[src/rtl/ex_alu_stage.sv]
// Execute-stage ALU with a registered result and a 2-entry skid buffer on valid/ready.
// Optional signed-overflow output is enabled by defining ALU_OVERFLOW_EN.
module ex_alu_stage #(
  parameter int WIDTH = 32,
  parameter int TAG_W = 5,
  parameter int CNT_W = 16
) (
  input  logic             clk,
  input  logic             rst_n,
  input  logic             in_valid,
  output logic             in_ready,
  input  logic [3:0]       op,
  input  logic [WIDTH-1:0] a,
  input  logic [WIDTH-1:0] b,
  input  logic [TAG_W-1:0] in_tag,
  output logic             out_valid,
  input  logic             out_ready,
  output logic [WIDTH-1:0] result,
  output logic             zero,
  output logic             illegal_op,
  output logic [TAG_W-1:0] out_tag,
  output logic             ovf,
  output logic [CNT_W-1:0] op_count
);

  typedef enum logic [1:0] {
    ST_EMPTY = 2'b00,
    ST_BUSY  = 2'b01,
    ST_FULL  = 2'b10
  } state_t;

  // Payload layout, LSB first: result, tag, zero, illegal, [ovf]
`ifdef ALU_OVERFLOW_EN
  localparam int PW = WIDTH + TAG_W + 3;
`else
  localparam int PW = WIDTH + TAG_W + 2;
`endif

  state_t           state_r;
  logic [PW-1:0]    main_r;
  logic [PW-1:0]    skid_r;
  logic [PW-1:0]    new_s;
  logic [CNT_W-1:0] op_count_r;
  logic [WIDTH-1:0] sum_s;
  logic [WIDTH-1:0] diff_s;
  logic [WIDTH-1:0] alu_res_s;
  logic             illegal_s;
  logic             zero_s;
  logic             accept_s;
  logic             xfer_s;

  assign in_ready  = (state_r != ST_FULL);
  assign out_valid = (state_r != ST_EMPTY);
  assign accept_s  = in_valid && in_ready;
  assign xfer_s    = out_valid && out_ready;

  assign sum_s  = a + b;
  assign diff_s = a - b;

  // Operation decode and result computation
  always_comb begin
    alu_res_s = {WIDTH{1'b0}};
    illegal_s = 1'b0;
    case (op)
      4'b0000: alu_res_s = a & b;
      4'b0001: alu_res_s = a | b;
      4'b0010: alu_res_s = sum_s;
      4'b0110: alu_res_s = diff_s;
      4'b0111: alu_res_s = {{(WIDTH-1){1'b0}}, ($signed(a) < $signed(b))};
      4'b1100: alu_res_s = ~(a | b);
      default: begin
        alu_res_s = {WIDTH{1'b0}};
        illegal_s = 1'b1;
      end
    endcase
  end

  assign zero_s = (alu_res_s == {WIDTH{1'b0}});

`ifdef ALU_OVERFLOW_EN
  logic ovf_s;

  // Signed overflow detection for ADD and SUB only
  always_comb begin
    ovf_s = 1'b0;
    if (op == 4'b0010) begin
      ovf_s = (a[WIDTH-1] == b[WIDTH-1]) && (sum_s[WIDTH-1] != a[WIDTH-1]);
    end else if (op == 4'b0110) begin
      ovf_s = (a[WIDTH-1] != b[WIDTH-1]) && (diff_s[WIDTH-1] != a[WIDTH-1]);
    end else begin
      ovf_s = 1'b0;
    end
  end

  assign new_s = {ovf_s, illegal_s, zero_s, in_tag, alu_res_s};
  assign ovf   = main_r[PW-1];
`else
  assign new_s = {illegal_s, zero_s, in_tag, alu_res_s};
  assign ovf   = 1'b0;
`endif

  assign result     = main_r[WIDTH-1:0];
  assign out_tag    = main_r[WIDTH+TAG_W-1:WIDTH];
  assign zero       = main_r[WIDTH+TAG_W];
  assign illegal_op = main_r[WIDTH+TAG_W+1];
  assign op_count   = op_count_r;

  // Skid-buffer FSM: main feeds the outputs, skid catches one op while stalled
  always_ff @(posedge clk or negedge rst_n) begin
    if (!rst_n) begin
      state_r <= ST_EMPTY;
      main_r  <= {PW{1'b0}};
      skid_r  <= {PW{1'b0}};
    end else begin
      case (state_r)
        ST_EMPTY: begin
          if (accept_s) begin
            main_r  <= new_s;
            state_r <= ST_BUSY;
          end
        end
        ST_BUSY: begin
          if (accept_s && xfer_s) begin
            main_r <= new_s;
          end else if (accept_s) begin
            skid_r  <= new_s;
            state_r <= ST_FULL;
          end else if (xfer_s) begin
            state_r <= ST_EMPTY;
          end
        end
        ST_FULL: begin
          if (xfer_s) begin
            main_r  <= skid_r;
            state_r <= ST_BUSY;
          end
        end
        default: begin
          state_r <= ST_EMPTY;
        end
      endcase
    end
  end

  // Saturating count of accepted operations
  always_ff @(posedge clk or negedge rst_n) begin
    if (!rst_n) begin
      op_count_r <= {CNT_W{1'b0}};
    end else if (accept_s && (op_count_r != {CNT_W{1'b1}})) begin
      op_count_r <= op_count_r + {{(CNT_W-1){1'b0}}, 1'b1};
    end
  end

endmodule

[config.mk]
export PLATFORM = sky130hd
export DESIGN_NAME = ex_alu_stage
export DESIGN_NICKNAME = d
export VERILOG_FILES = /design/src/rtl/ex_alu_stage.sv
export SDC_FILE = /design/constraint.sdc
export NUM_CORES = 1
export LEC_CHECK = 0
export CORE_ASPECT_RATIO = 0.75
export CORE_UTILIZATION = 62
export CTS_CLUSTER_DIAMETER = 200
export CTS_CLUSTER_SIZE = 20
export DETAILED_ROUTE_END_ITERATION = 8
export GPL_TIMING_DRIVEN = 0
export PLACE_DENSITY = 0.93
export SLEW_MARGIN = 20
export SYNTH_ARGS = -nofsm -noshare
export SYNTH_HDL_FRONTEND = slang
export SYNTH_SLANG_ARGS = --single-unit
[constraint.sdc]
create_clock -name clk -period 5.85 [get_ports clk]
set_input_delay 1.17 -clock clk [delete_from_list [all_inputs] [get_ports clk]]
set_output_delay 1.17 -clock clk [all_outputs]
set_load 0.005 [all_outputs]
==> Implementation_results.wiki <==
{| class="wikitable"
! Metric !! Value
|-
| Global-route usage over all layers || 0.4451
|-
| Ratio of cells with drive above 1 in the final layout || 0.05751
|-
| Highest Clock Rate || between 0.15 and 0.2 GHz
|-
| I/O Pins || 135
|-
| 1st-pass router iterations || 7
|-
| RSZ-0062 raised after global routing || false
|-
| Number of slew-limit violations in the final report || 0
|-
| Die ar. || roughly 0.017 mm²
|-
| Antenna violations before repair || 0
|-
| DRT Wirelength || 36.76 mm
|-
| Count of nets left with antenna violations after detail routing || 0
|-
| Post-Syn Area per Cell || about 7.5 µm²
|-
| Run status || finished, final reports clean
|-
| Met1 Use GR || 0.6214
|-
| End-of-flow core utilization || 0.7670
|-
| Sequential standard cell area || 0.002402 mm²
|-
| Inserted Diodes || 0
|-
| Critical Path End Type || register
|-
| Clock buffer depth || 2
|-
| Distinct cells, synth || between 90 and 100
|-
| WP data required || 6.12 ns
|-
| Number of non-filler instances in the completed layout || 1,683
|-
| Maximum number of pins on one net before global-route repair || around 80
|-
| Yosys Warn Count || 0
|-
| Port-buffer cells || 133
|-
| Post-synth design cell area || 0.009968 mm²
|-
| Flip-flop cell with the highest count after synthesis || dfrtp_1
|-
| Most used standard cell by instance count after synthesis || nand2_1
|-
| Number of enable-type register cells in the synthesized netlist || 0
|-
| Crit share post-route || 0.9745
|-
| CTS sink cnt || 96
|-
| Placed Instances || 1,667
|-
| Least-Margin Pin Slew || 0.8592 ns
|-
| Standby leakage power || roughly 0.0053 µW
|-
| Number of gates resized after CTS || 0
|-
| Setup violations, final || 0
|-
| Syn Nets || 1,510
|-
| M3 GR Usage || 0.1230
|-
| Area of the core region || 0.01547 mm²
|-
| Total area of multi-input combinational cells || 0.006797 mm²
|-
| Number of synthesized register bits || 96
|-
| First DRT Iteration DRCs || between 1,500 and 2,000
|-
| Routability Congestion || 1.074
|-
| Portion of the post-synthesis area used by sequential elements || 0.2410
|-
| Post-synth ARST share || 1.000
|-
| Starting density of the core || 0.6444
|-
| Worst max-slew margin expressed relative to the limit || 0.4272
|-
| Largest area contributor in the netlist || dfrtp_1
|-
| Number of nets in the finished design || about 1,700
|-
| Die span in y || 111.8 µm
|-
| Routed wirelength normalized by instance count || 21.84 µm
|-
| First-pass GRT wire length || 57.34 mm
|-
| Post-synthesis instance total || 1,328
|-
| Top cell type's share of synthesized area || 0.2410
|-
| Number of vias after detailed routing || 11,440
|-
| Setup_tns || 0 ns
|-
| Clock tree from TritonCTS || done
|-
| Leading cell types by count after synthesis || nand2_1 (183), a21oi_1 (132), nor2_1 (115), ha_1 (103), dfrtp_1 (96)
|-
| DP Area || 0.01158 mm²
|-
| Worst-path clk slew || 0.07 ns
|-
| Shortest period the worst path allows || 5.701 ns
|-
| Worst clock skew on the final layout || 0.01011 ns
|-
| GRT Max-Usage Layer || met2
|-
| Number of fillers in the final layout || 1,148
|-
| Power per standard cell area || approximately 250 mW/mm²
|-
| Number of buffers inserted by hold repair at cts || 0
|-
| Residual DRC || 0
|-
| Most area-consuming cells after synthesis || dfrtp_1 (24%), ha_1 (13%), nand2_1 (6.9%)
|-
| HP Class || register to register
|-
| Die Span X || 148.4 µm
|-
| Element type at the critical path start || input pin
|-
| Overflow after GRT || 0
|-
| Via density || 6.799
|-
| Post-route design area || 0.01187 mm²
|-
| Max-cap viol count || 0
|-
| Number of hold-slack violations in the final timing report || 0
|-
| Worst-Skew Late Latency || 0.36 ns
|-
| Max FO, Critical Path || 10
|-
| Detail Placement HPWL || 28.34 mm
|-
| Start-to-end type of the worst setup path || input pin to register
|-
| Buffers inserted during post-CTS setup optimization || 0
|-
| Number of global-route vias before repair || 10,550
|-
| Crit path arrival time || between 5 and 6 ns
|-
| Cell row count || 39
|-
| Grt met2 use || 0.6438
|-
| Peak VDD IR || 0.2850 mV
|-
| Clock root buffer master || clkbuf_16
|-
| Signed area change from the synthesized netlist to the final layout || 19.03%
|-
| TritonCTS Buffers || 9
|-
| H-tree level count || 3
|}
## state kept, by name, indices dropped and copies added, names as in the netlist
name and cells:
op_count 16, main_r 39, skid_r 39, state_r 2
## cell type report
cell class	instances	area share
flip-flops and latches	96	0.2025
repair buffers	134	0.1146
clock inverters	6	0.004324
multi-input cells	1051	0.5728
plain buffers	84	0.03417
well taps	205	0.02162
inverters	97	0.03069
clock buffers	10	0.01930
## cells by family (layout without fill, tap and decap cells)
group / after synthesis / count (layout) / share of synthesized area
AND/OR/NAND/NOR: 455 / 455 / 0.2204
multiplexers: 13 / 13 / 0.01343
XOR/XNOR: 18 / 18 / 0.01582
adder cells (fa/ha/maj): 105 / 105 / 0.1333
flip-flops: 96 / 96 / 0.2410
buffers and inverters: 181 / 331 / 0.07719
other: 1 / 1 / 0.0003762
AO/OA/AOI/OAI: 459 / 459 / 0.2985
## per-layer routing
| metal | wire length (µm) | up-vias |
|---|---|---|
| li1 | - | 5066 |
| met1 | 14400 | 5298 |
| met2 | 15390 | 933 |
| met3 | 5419 | 145 |
| met4 | 1543 | 0 |
| met5 | 0 | - |
## critical path, cell delays in order
cell and delay [ns]:
clkdlybuf4s50_1 0.51, inv_1 0.06, ha_1 0.29, buf_4 0.17
nor3_1 0.53, and3_1 0.27, a21boi_1 0.41, a2111oi_1 0.17
a311oi_1 0.76, o21ai_1 0.11, a311o_1 0.33, a21boi_1 0.20
nor3_2 0.20, nand4_1 0.17, or3_1 0.43, a31oi_1 0.18
## power by group
| group | switching (µW) | total, µW | internal, µW |
|---|---|---|---|
| combinational | 753 | 1330 | 581 |
| sequential | 148 | 1020 | 872 |
| clock | 278 | 573 | 295 |
## cell usage in the layout, fill, tap and decap left out, drive strengths merged, types with 14 or more instances in the layout
master and instances:
nand2 183, a21oi 134, clkdlybuf4s50 132, nor2 116, ha 103, o21ai 100, inv 99, dfrtp 96
clkbuf 53, buf 43, a22oi 31, o22ai 27, nand3 25, nor3 18, a211oi 15, o211ai 15
and3 14, nand4 14, a21o 14
## worst paths after layout
check / startpoint / to / slack (ns) / depth (start not counted)
worst min-delay path: skid_r[4] / skid_r[4] / 0.48 / 2
min in group asynchronous: rst_n / skid_r[36] / 0.64 / 1
worst min register to register: skid_r[4] / skid_r[4] / 0.48 / 2
max in group asynchronous: rst_n / skid_r[21] / 4.57 / 2
worst max-delay path: a[16] / main_r[37] / 0.15 / 16
worst max register to register: state_r[1] / op_count[15] / 2.92 / 9
## per-stage QoR
step	setup WS [ns]	power, µW	hold WS, ns
final	0.1489	2926	0.4791
after global routing	0.1417	3066	0.5091
after global placement	0.1596	2236	0.4573
after floorplan	1.548	1686	0.4447
after detailed placement	0.1109	2301	0.4654
after CTS	0.4486	2875	0.4798
No activity file was read; power rests on OpenSTA's default activity.
